## config.mk

```make
export PLATFORM = sky130hd
export DESIGN_NAME = load_store_unit_flat
export DESIGN_NICKNAME = d
export VERILOG_FILES = /design/src/rtl/load_store_unit_if.sv /design/src/rtl/load_store_unit.sv /design/src/flat_wrapper.sv
export SDC_FILE = /design/constraint.sdc
export NUM_CORES = 1
export LEC_CHECK = 0
export BUFFER_PORTS_ARGS = -buffer_cell sky130_fd_sc_hd__buf_2
export CORE_MARGIN = 2
export CORE_UTILIZATION = 55
export CTS_BUF_LIST = sky130_fd_sc_hd__clkbuf_2 sky130_fd_sc_hd__clkbuf_4 sky130_fd_sc_hd__clkbuf_8
export CTS_CLUSTER_DIAMETER = 80
export DETAILED_ROUTE_END_ITERATION = 12
export PLACE_DENSITY = 0.89
export SETUP_SLACK_MARGIN = 0.4
export SYNTH_ARGS = -nofsm -noshare
export SYNTH_HDL_FRONTEND = slang
export SYNTH_SLANG_ARGS = --single-unit
```

## constraint.sdc

```tcl
create_clock -name clk -period 2.6 [get_ports clk]
set_input_delay 0.39 -clock clk [delete_from_list [all_inputs] [get_ports clk]]
set_output_delay 0.39 -clock clk [all_outputs]
set_load 0.05 [all_outputs]
```

## src/rtl/load_store_unit_if.sv

```systemverilog
// load_store_unit_if: request/response and data-memory bus of the load/store unit.
// master = core plus memory side, slave = the load/store unit.
interface load_store_unit_if;
    logic        req_valid;
    logic        req_ready;
    logic        req_write;
    logic [1:0]  req_size;
    logic        req_unsigned;
    logic [63:0] req_addr;
    logic [63:0] req_wdata;
    logic        resp_valid;
    logic [63:0] resp_rdata;
    logic        resp_error;
    logic [63:0] mem_address;
    logic [63:0] mem_write_data;
    logic        mem_write_en;
    logic        mem_read_en;
    logic [63:0] mem_read_data;
    modport master (
        output req_valid, req_write, req_size, req_unsigned, req_addr, req_wdata, mem_read_data,
        input  req_ready, resp_valid, resp_rdata, resp_error,
        input  mem_address, mem_write_data, mem_write_en, mem_read_en
    );
    modport slave (
        input  req_valid, req_write, req_size, req_unsigned, req_addr, req_wdata, mem_read_data,
        output req_ready, resp_valid, resp_rdata, resp_error,
        output mem_address, mem_write_data, mem_write_en, mem_read_en
    );
endinterface

```

## src/rtl/load_store_unit.sv

```systemverilog
// load_store_unit: sized, aligned loads/stores over a 64-bit data memory; sub-doubleword stores do read-modify-write.
// Define LSU_RANGE_CHECK_EN to flag accesses ending beyond MEM_BYTES as errors.
module load_store_unit #(
    parameter int unsigned MEM_BYTES = 1024
) (
    input logic              clk,
    input logic              rstn,
    load_store_unit_if.slave bus
);
    typedef enum logic [1:0] {IDLE, READ, WRITE, RESP} state_t;
    state_t      state;
    logic        write_q, uns_q;
    logic [1:0]  size_q;
    logic [63:0] addr_q, wdata_q, old_q;
    logic [5:0]  sh;
    logic [63:0] lane, mask, shifted, load_data;
    logic [2:0]  align_mask;
    logic        err;

    if (MEM_BYTES < 8 || (MEM_BYTES & (MEM_BYTES - 1)) != 0) begin : g_bad_size
        $error("MEM_BYTES must be a power of two, at least 8");
    end

    assign sh         = {addr_q[2:0], 3'b000};
    assign lane       = size_q == 2'd0 ? 64'hFF : size_q == 2'd1 ? 64'hFFFF :
                        size_q == 2'd2 ? 64'hFFFF_FFFF : '1;
    assign mask       = lane << sh;
    assign shifted    = bus.mem_read_data >> sh;
    assign load_data  = size_q == 2'd0 ? {{56{~uns_q & shifted[7]}},  shifted[7:0]}  :
                        size_q == 2'd1 ? {{48{~uns_q & shifted[15]}}, shifted[15:0]} :
                        size_q == 2'd2 ? {{32{~uns_q & shifted[31]}}, shifted[31:0]} : shifted;
    assign align_mask = 3'((4'd1 << bus.req_size) - 4'd1);
`ifdef LSU_RANGE_CHECK_EN
    assign err = |(bus.req_addr[2:0] & align_mask) ||
                 ({1'b0, bus.req_addr} + (65'd1 << bus.req_size) > 65'(MEM_BYTES));
`else
    assign err = |(bus.req_addr[2:0] & align_mask);
`endif

    // Strobes and handshakes decode straight from the state register.
    assign bus.req_ready      = state == IDLE;
    assign bus.resp_valid     = state == RESP;
    assign bus.mem_read_en    = state == READ;
    assign bus.mem_write_en   = state == WRITE;
    assign bus.mem_address    = {addr_q[63:3], 3'b000};
    // A doubleword store has an all-ones mask, so the stale old_q drops out.
    assign bus.mem_write_data = (old_q & ~mask) | ((wdata_q << sh) & mask);

    always_ff @(posedge clk or negedge rstn) begin
        if (!rstn) begin
            state          <= IDLE;
            write_q        <= 1'b0;
            uns_q          <= 1'b0;
            size_q         <= 2'd0;
            addr_q         <= '0;
            wdata_q        <= '0;
            old_q          <= '0;
            bus.resp_rdata <= '0;
            bus.resp_error <= 1'b0;
        end else begin
            case (state)
                IDLE: if (bus.req_valid) begin
                    write_q        <= bus.req_write;
                    uns_q          <= bus.req_unsigned;
                    size_q         <= bus.req_size;
                    addr_q         <= bus.req_addr;
                    wdata_q        <= bus.req_wdata;
                    bus.resp_rdata <= '0;
                    bus.resp_error <= err;
                    state          <= err ? RESP : (bus.req_write && bus.req_size == 2'd3) ? WRITE : READ;
                end
                READ: begin
                    if (write_q) old_q <= bus.mem_read_data;
                    else bus.resp_rdata <= load_data;
                    state <= write_q ? WRITE : RESP;
                end
                WRITE:   state <= RESP;
                default: state <= IDLE;
            endcase
        end
    end
endmodule

```

## src/flat_wrapper.sv

```systemverilog
// flat-port wrapper written by rule: the top's interface ports become plain ports
module load_store_unit_flat 
#(
    parameter int unsigned MEM_BYTES = 1024
)
  (clk, rstn, bus_req_valid, bus_req_write, bus_req_size, bus_req_unsigned, bus_req_addr, bus_req_wdata, bus_mem_read_data, bus_req_ready, bus_resp_valid, bus_resp_rdata, bus_resp_error, bus_mem_address, bus_mem_write_data, bus_mem_write_en, bus_mem_read_en);
  load_store_unit_if bus_i ();
  input logic clk;
  input logic rstn;
  input wire logic [$bits(bus_i.req_valid)-1:0] bus_req_valid;
  input wire logic [$bits(bus_i.req_write)-1:0] bus_req_write;
  input wire logic [$bits(bus_i.req_size)-1:0] bus_req_size;
  input wire logic [$bits(bus_i.req_unsigned)-1:0] bus_req_unsigned;
  input wire logic [$bits(bus_i.req_addr)-1:0] bus_req_addr;
  input wire logic [$bits(bus_i.req_wdata)-1:0] bus_req_wdata;
  input wire logic [$bits(bus_i.mem_read_data)-1:0] bus_mem_read_data;
  output wire logic [$bits(bus_i.req_ready)-1:0] bus_req_ready;
  output wire logic [$bits(bus_i.resp_valid)-1:0] bus_resp_valid;
  output wire logic [$bits(bus_i.resp_rdata)-1:0] bus_resp_rdata;
  output wire logic [$bits(bus_i.resp_error)-1:0] bus_resp_error;
  output wire logic [$bits(bus_i.mem_address)-1:0] bus_mem_address;
  output wire logic [$bits(bus_i.mem_write_data)-1:0] bus_mem_write_data;
  output wire logic [$bits(bus_i.mem_write_en)-1:0] bus_mem_write_en;
  output wire logic [$bits(bus_i.mem_read_en)-1:0] bus_mem_read_en;
  assign bus_i.req_valid = bus_req_valid;
  assign bus_i.req_write = bus_req_write;
  assign bus_i.req_size = bus_req_size;
  assign bus_i.req_unsigned = bus_req_unsigned;
  assign bus_i.req_addr = bus_req_addr;
  assign bus_i.req_wdata = bus_req_wdata;
  assign bus_i.mem_read_data = bus_mem_read_data;
  assign bus_req_ready = bus_i.req_ready;
  assign bus_resp_valid = bus_i.resp_valid;
  assign bus_resp_rdata = bus_i.resp_rdata;
  assign bus_resp_error = bus_i.resp_error;
  assign bus_mem_address = bus_i.mem_address;
  assign bus_mem_write_data = bus_i.mem_write_data;
  assign bus_mem_write_en = bus_i.mem_write_en;
  assign bus_mem_read_en = bus_i.mem_read_en;
  load_store_unit #(.MEM_BYTES(MEM_BYTES)) u_core (.clk(clk), .rstn(rstn), .bus(bus_i));
endmodule
```

After elaboration in Yosys (flattened, before gate mapping):

Index checks and enable logic that the tools add are counted.

* word-level logic and storage cells: 53
* bits of input ports: 199
* flip-flop bits (word level): 263
* output and inout port bits: 197

* muxes and demuxes: 14
* equality and inequality tests: 8
* add/sub/neg operators: 1
* shift operators: 4
* reductions and logical operators: 8
* bitwise operators: 9

Operators by type and width (count)
* $mux W64: 8
* $and A64 B64 Y64: 2
* $pmux W64 S2: 1
* $shl A64 B6 Y64: 2
* $not A64 Y64: 1
* $or A64 B64 Y64: 1
* $shr A64 B6 Y64: 1
* $eq A2 B2 Y1 const B: 4
* $mux W2: 3
* $pmux W2 S3: 1
* $eq A2 B1 Y1 const B: 2
* $logic_not A2 Y1: 2
* $ne A2 B2 Y1 const B: 2
* $reduce_and A2 Y1: 2
* $and A1 B1 Y1: 3
* $and A3 B3 Y3: 1
* $reduce_and A3 Y1: 1
* $reduce_or A3 Y1: 1
* $shl A1 B2 Y3 const A: 1
* $sub A3 B1 Y3 const B: 1
* $reduce_bool A2 Y1: 1
* $logic_and A1 B1 Y1: 1
* $mux W1: 1
* $not A1 Y1: 1

Depth between registers and ports, before layout:

Gate-level depths: netlist of the first run.

* word-level depth: 8
* depth in mapped cells: 9
* depth with buffers taken out: 7

Least setup slack after synthesis of the first run:

Ideal clock, no wire load.

* path kind: reg-to-output
* start: reg u_core.addr_q[1]
* end: out bus_mem_write_data[44]
* data arrival time: 2.629 ns
* path buffers: 4
* slack: -0.419 ns
* stages on the path, launching flop included: 10
* data required time: 2.210 ns
* path through: dfrtp_1 -> buf_6 -> buf_2 -> buf_2 -> buf_2 -> mux2i_1 -> nor2_1 -> a21oi_1 -> o22a_1 -> o21ai_0

* longest elaborated chain between the ends: 4
* elaborated cells on any way between the ends: 6
* classes of those cells: shift (2); bitwise (4)

Ends and longest elaborated chain
* start: declaration: RTL line load_store_unit.sv:14 `logic [63:0] addr_q, wdata_q, old_q;`
* start signal: assignment: RTL line load_store_unit.sv:66 `addr_q <= bus.req_addr;`
* $shl A64 B6 Y64: RTL line load_store_unit.sv:27 `assign mask = lane << sh;`
* $not A64 Y64: RTL line load_store_unit.sv:47 `assign bus.mem_write_data = (old_q & ~mask) | ((wdata_q << sh) & mask);`
* $and A64 B64 Y64: RTL line load_store_unit.sv:47
* $or A64 B64 Y64 *: RTL line load_store_unit.sv:47
* end: declaration: RTL line flat_wrapper.sv:22 `output wire logic [$bits(bus_i.mem_write_data)-1:0] bus_mem_write_data;`

Mark *: on every way between the ends. The rest lies on a longest branch, timed or not.

Final worst setup path of the first run:

* start: reg u_core.addr_q[1]
* end: out bus_mem_write_data[62]

The elaborated chain is that of the path after synthesis.

==> results.toml, run 1 <==
[setup_path]
worst-path-buf-inv = 3
timing.rr.end = "u_core.bus.resp_rdata[53]"
critPathLaunchType = "flip-flop"
end_kind = "output port"
crit_path_cell_trace = "buf_8 -> buf_8 -> mux2_4 -> nand2_1 -> o21ai_2 -> mux2i_2 -> a21oi_4 -> buf_12"
path_delay_family = "multiplexers"
path_class = "flip-flop to output port"
cp_max_fo = 8
r2r-start = "u_core.addr_q[1]"
cp.arrival_ns = 2.69
cpPeakStageDelay_ns = 0.57
ff2ff_setup_slack_ns = -0.17
required_ns = 2.21
reg2regPathDepth = 11
crit_path_frequent_cell = "buf_8"
crit_start = "u_core.addr_q[1]"
slowest_stage = "dfrtp_4"

[placed_design]
portBuffers = 392
place.gp.congestion = 0.925
placed_cells = 1937
dp_hpwl_um = 36000

[floorplan]
num_rows = 59
die_height_um = 166
ios = 396
die_area_um2 = 27600
die_w_um = 166
initial_core_util = 0.558
coreArea_um2 = 25900

[sta]
fin_crit_sh = 1.18
final-setup-viol-count = 96
worst_pin_slew_ns = 0.555
fmax_mhz = 325
report.final.slew_viol_count = 0
finalSetupTns_ns = -18.66
maxSlewHeadroom = 0.628
timing.final.ws_setup_ns = -0.479
min_period_ns = 3.08
hold_viol = 0
grt_setup_unrepaired = "true"
clock-skew-final_ns = 0.0303

[cells_and_area]
nets = 1920
instances_no_fill = 2089
fillers = 1469
areaGrowthSynthToFinish_pct = 41.2
seqCellArea_um2 = 6590
multi_input_area_um2 = 7950
drive_above_1_share = 0.596

[min_path]
worstHoldPathCells = 2
min_delay_worst_endpoint = "u_core.addr_q[32]"
hp-start = "bus_req_addr[32]"
hold_path_class = "input pin to flip-flop"

[yosys]
async_flop_share = 1.00
syn_inst = 1292
ys_top_cells_by_area = "dfrtp_1, mux2_2, mux2i_1"
ys.flop_type = "dfrtp_1"
synth_top_cell_area_share = 0.455
yosysTopAreaCell = "dfrtp_1"
syn_area_um2 = 14500
syn_area_per_cell_um2 = 11.2
yosys_warnings = 0
ys_ff_latch = 263
synth_edf_count = 0
synth.distinct_cells = 45
seq_area_frac_synth = 0.455

[grt]
grt_max_degree = 101
grt_pass1_vias = 13500
grt_use_total = 0.381
antenna_found_initial = 4
grt_pass1_wl_um = 81100
overflow = 0

[clock_tree]
clockBufferDepth = 3
clockRootBuffer = "clkbuf_8"
insertion_delay_ns = 0.58
clkSlewWorstSetupHoldPaths_ns = 0.06
cts_buffers = 45
cts_tree = "done"
cts.sinks = 263
htreeDepth = 2

[routing]
avgViaCountPerCell = 6.46
first_pass_iters = 6
wl_um = 56400
drc = 0
ant_nets = 0
num_vias = 13500
drt_iter0_markers = 1751
wl_per_cell_um = 27.0

[flow_run]
maxCapViolCount = 0

[status]
violations = "setup timing"
outcome = "finished, violations left"
[cells by family after synthesis]
family	Yosys count	share of synthesized area
adder cells (fa/ha/maj)	4	0.00346
other	1	0.000260
flip-flops	263	0.455
AND/OR/NAND/NOR	225	0.0622
buffers and inverters	164	0.0635
AO/OA/AOI/OAI	267	0.124
multiplexers	368	0.292
[cell type report]
class,instances,area share
diodes,3,0.000368
clock buffers,68,0.0434
clock inverters,13,0.0119
inverters,5,0.00117
multi-input cells,867,0.390
flip-flops and latches,263,0.323
well taps,335,0.0205
repair buffers,535,0.210
[through the flow]
| stage | hold slack, ns | util | setup slack [ns] | area (um^2) |
|---|---|---|---|---|
| global route | 0.0435 | 0.787 | -0.498 | 20400 |
| CTS | 0.0360 | 0.770 | -0.248 | 19900 |
| detailed placement | 0.270 | 0.672 | 0.0538 | 17400 |
| floorplan | 0.0944 | - | 0.0216 | 14900 |
| finish | 0.0416 | 0.787 | -0.479 | 20400 |
| global placement | 0.268 | 0.672 | 0.0966 | 17400 |
[state kept, by name, indices dropped and copies added (netlist names)]
name / flops
u_core.addr_q: 64
u_core.size_q: 2
u_core.wdata_q: 64
u_core.bus.resp_rdata: 64
u_core.write_q: 1
u_core.bus.resp_error: 1
u_core.uns_q: 1
u_core.old_q: 64
u_core.state: 2
[synthesized netlist by cell type (all sizes together) (2+ instances only)]
master and count:
buf 104, nand4 2, o21a 9, o221ai 2, a221o 12, a211oi 10, o21ai 88, mux2i 97
ha 4, nor2b 7, inv 5, mux2 254, clkbuf 55, a22o 44, nor2 65, dfrtp 263
a31o 3, nor3 2, o22a 8, a21o 3, nand2 135, nand3 5, a21oi 52, mux4 17
nand2b 6, o211ai 27
[metal layers]
layer,global-route usage,vias to the layer above,wire length [um]
met3,0.0741,393,5980
met1,0.472,6410,19700
met5,0,-,18
met4,0.246,2,4980
li1,-,5486,-
met2,0.614,1214,25800
[worst max path at each step]
| stage | depth (start not counted) | to | slack [ns] |
|---|---|---|---|
| 5_1_grt | 8 | bus_mem_write_data[62] | -0.50 |
| 2_1_floorplan | 7 | bus_mem_write_data[40] | 0.02 |
| 3_3_place_gp | 7 | bus_mem_write_data[61] | 0.1 |
| 4_1_cts | 7 | bus_mem_write_data[54] | -0.25 |
| 3_5_place_dp | 7 | bus_mem_write_data[61] | 0.05 |
| 6_report | 8 | bus_mem_write_data[62] | -0.48 |
[what timing repair did]
| action | CTS | global route |
|---|---|---|
| endpoints found under the setup margin | 125 | 127 |
| hold buffers | 1 | 0 |
| buffers inserted | 47 | 7 |
| gates cloned | 8 | 5 |
| pin swaps | 24 | 16 |
| hold endpoints to repair | 29 | 0 |
| gates resized for setup | 224 | 83 |
[layout by cell type (no fill, tap or decap), types with 9 or more instances in the layout]
cell	n
mux2_2	227
nand2_1	116
buf_6	62
mux2i_2	22
mux2i_4	9
a21oi_1	17
dfrtp_1	259
a21oi_4	12
mux2i_1	66
a21oi_2	23
a22o_1	44
mux4_2	17
nand2_2	15
buf_4	83
buf_2	327
a221o_1	12
clkbuf_8	60
buf_8	9
nor2_1	52
o21ai_0	42
buf_12	39
o21ai_4	10
o21ai_1	18
o21ai_2	18
o211ai_1	27
mux2_4	27
Power of run 1 is not shown: default switching activity piles up to over one toggle a cycle in this logic, so the estimate is an artifact.
==> run 2, diff against run 1 <==
CORE_MARGIN = not set   (was 2)
REMOVE_ABC_BUFFERS = 1   (was not set)
==> run 2 against run 1 <==
The run still ends with setup timing left. Clock-buffer cell count grew 2. Global-route usage shrank 0.22 points. Design area shrank 3.4%. Wire length shrank 2.6%. Hold slack gained 0.023 ns.
==> results.toml, run 2 (synthesis results as in run 1) <==
[grt]
grt_pass1_wl_um = 76600
grt_pass1_vias = 13400
grt_max_degree = 87
grt_use_total = 0.379
overflow = 0
antenna_found_initial = 4

[cells_and_area]
final_util = 0.774
design_area_um2 = 19700
final_cell_mix = "buf_2, dfrtp_1, mux2_2, nand2_1"
fillers = 1486
nets = 1912
final_common_cell = "buf_2"
drive_above_1_share = 0.568
areaGrowthSynthToFinish_pct = 36.4

[status]
violations = "setup timing"
outcome = "finished, violations left"

[clock_tree]
clockRootBuffer = "clkbuf_8"
cts_buffers = 45
insertion_delay_ns = 0.56
htreeDepth = 2
clkSlewWorstSetupHoldPaths_ns = 0.07
cts.sinks = 263
clockBufferDepth = 3
cts_tree = "done"

[flow_run]
maxCapViolCount = 0

[sta]
worst_pin_slew_ns = 0.732
final-setup-viol-count = 96
fin_crit_sh = 1.11
grt_setup_unrepaired = "true"
maxSlewHeadroom = 0.512
hold_viol = 0
fin_hold_ws_ns = 0.0648
fmax_mhz = 347
report.final.slew_viol_count = 0
min_period_ns = 2.88
timing.final.ws_setup_ns = -0.282
finalSetupTns_ns = -16.16
clock-skew-final_ns = 0.0211

[setup_path]
crit_start = "u_core.addr_q[1]"
timing.rr.end = "u_core.bus.resp_rdata[47]"
endpoint = "bus_mem_write_data[33]"
ff2ff_setup_slack_ns = -0.25
cp_max_fo = 5
required_ns = 2.21
r2r-start = "u_core.addr_q[1]"
critPathLaunchType = "flip-flop"
end_kind = "output port"
cp.arrival_ns = 2.49
path_class = "flip-flop to output port"
reg2regPathDepth = 11

[floorplan]
initial_core_util = 0.567
die_w_um = 164
coreArea_um2 = 25500
die_area_um2 = 26900
ios = 396
die_height_um = 164
num_rows = 58

[placed_design]
portBuffers = 392
dp_hpwl_um = 33000
post_dp_cell_area_um2 = 16700
place.gp.congestion = 0.911

[routing]
avgViaCountPerCell = 6.54
wl_met2_um = 24600
drt-met1-wl_um = 19800
first_pass_iters = 8
drc = 0
wl_per_cell_um = 26.6
routed-wl-met3_um = 6930
wl_um = 55000
highest_layer = "met5"
drt_iter0_markers = 1751
ant_nets = 0
num_vias = 13500

[min_path]
hold_path_class = "input pin to flip-flop"
-- run 2: routing by layer --
layer | vias to the layer above | GRT usage
met1 | 6510 | 0.475
li1 | 5456 | -
met3 | 353 | 0.114
met5 | - | 0
met2 | 1219 | 0.593
met4 | 2 | 0.192
-- run 2: worst max-delay path, stage by stage (launching register included) --
cell and delay, ns:
dfrtp_4 0.49, buf_4 0.18, buf_6 0.14, a21o_1 0.16, a22oi_2 0.19, o32ai_4 0.15
buf_12 0.17, mux2i_2 0.19, nand2_1 0.10, buf_6 0.16
-- run 2: what timing repair did --
item                                   4_1_cts  5_1_grt
gates cloned                                 6       10
hold buffers                                 1        0
endpoints found under the hold margin       78        0
buffers inserted                            20       22
pin swaps                                   24       51
gates resized for setup                    256      121
setup endpoints to repair                  119      124
-- run 2: cell type report --
type / instances / area, um^2 / share of cell area
Antenna cell: 2 / 5.00 / 0.000254
Clock buffer: 70 / 882 / 0.0448
Clock inverter: 5 / 77.6 / 0.00394
Inverter: 5 / 23.8 / 0.00121
Multi-Input combinational cell: 867 / 7570 / 0.384
Sequential cell: 263 / 6590 / 0.334
Tap cell: 330 / 413 / 0.0210
Timing Repair Buffer: 527 / 4140 / 0.210
-- run 2: worst min path at each step --
stage                      startpoint                  to  slack, ns  cells past startpoint
floorplan                        rstn    u_core.addr_q[0]       0.09                      0
global placement                 rstn  u_core.wdata_q[15]       0.46                      1
detailed placement               rstn  u_core.wdata_q[23]       0.45                      1
CTS                  bus_req_addr[53]   u_core.addr_q[53]       0.04                      2
global route         bus_req_addr[17]   u_core.addr_q[17]       0.05                      2
finish              bus_req_wdata[15]  u_core.wdata_q[15]       0.06                      2
-- run 2: metrics by stage --
stage | setup WS (ns) | cells
finish | -0.282 | 2069
detailed placement | 0.0910 | 1933
global placement | 0.0685 | 1933
CTS | -0.218 | 2035
floorplan | -3.94 | 1135
global route | -0.357 | 2068
Power of run 2 is left out for the same reason.
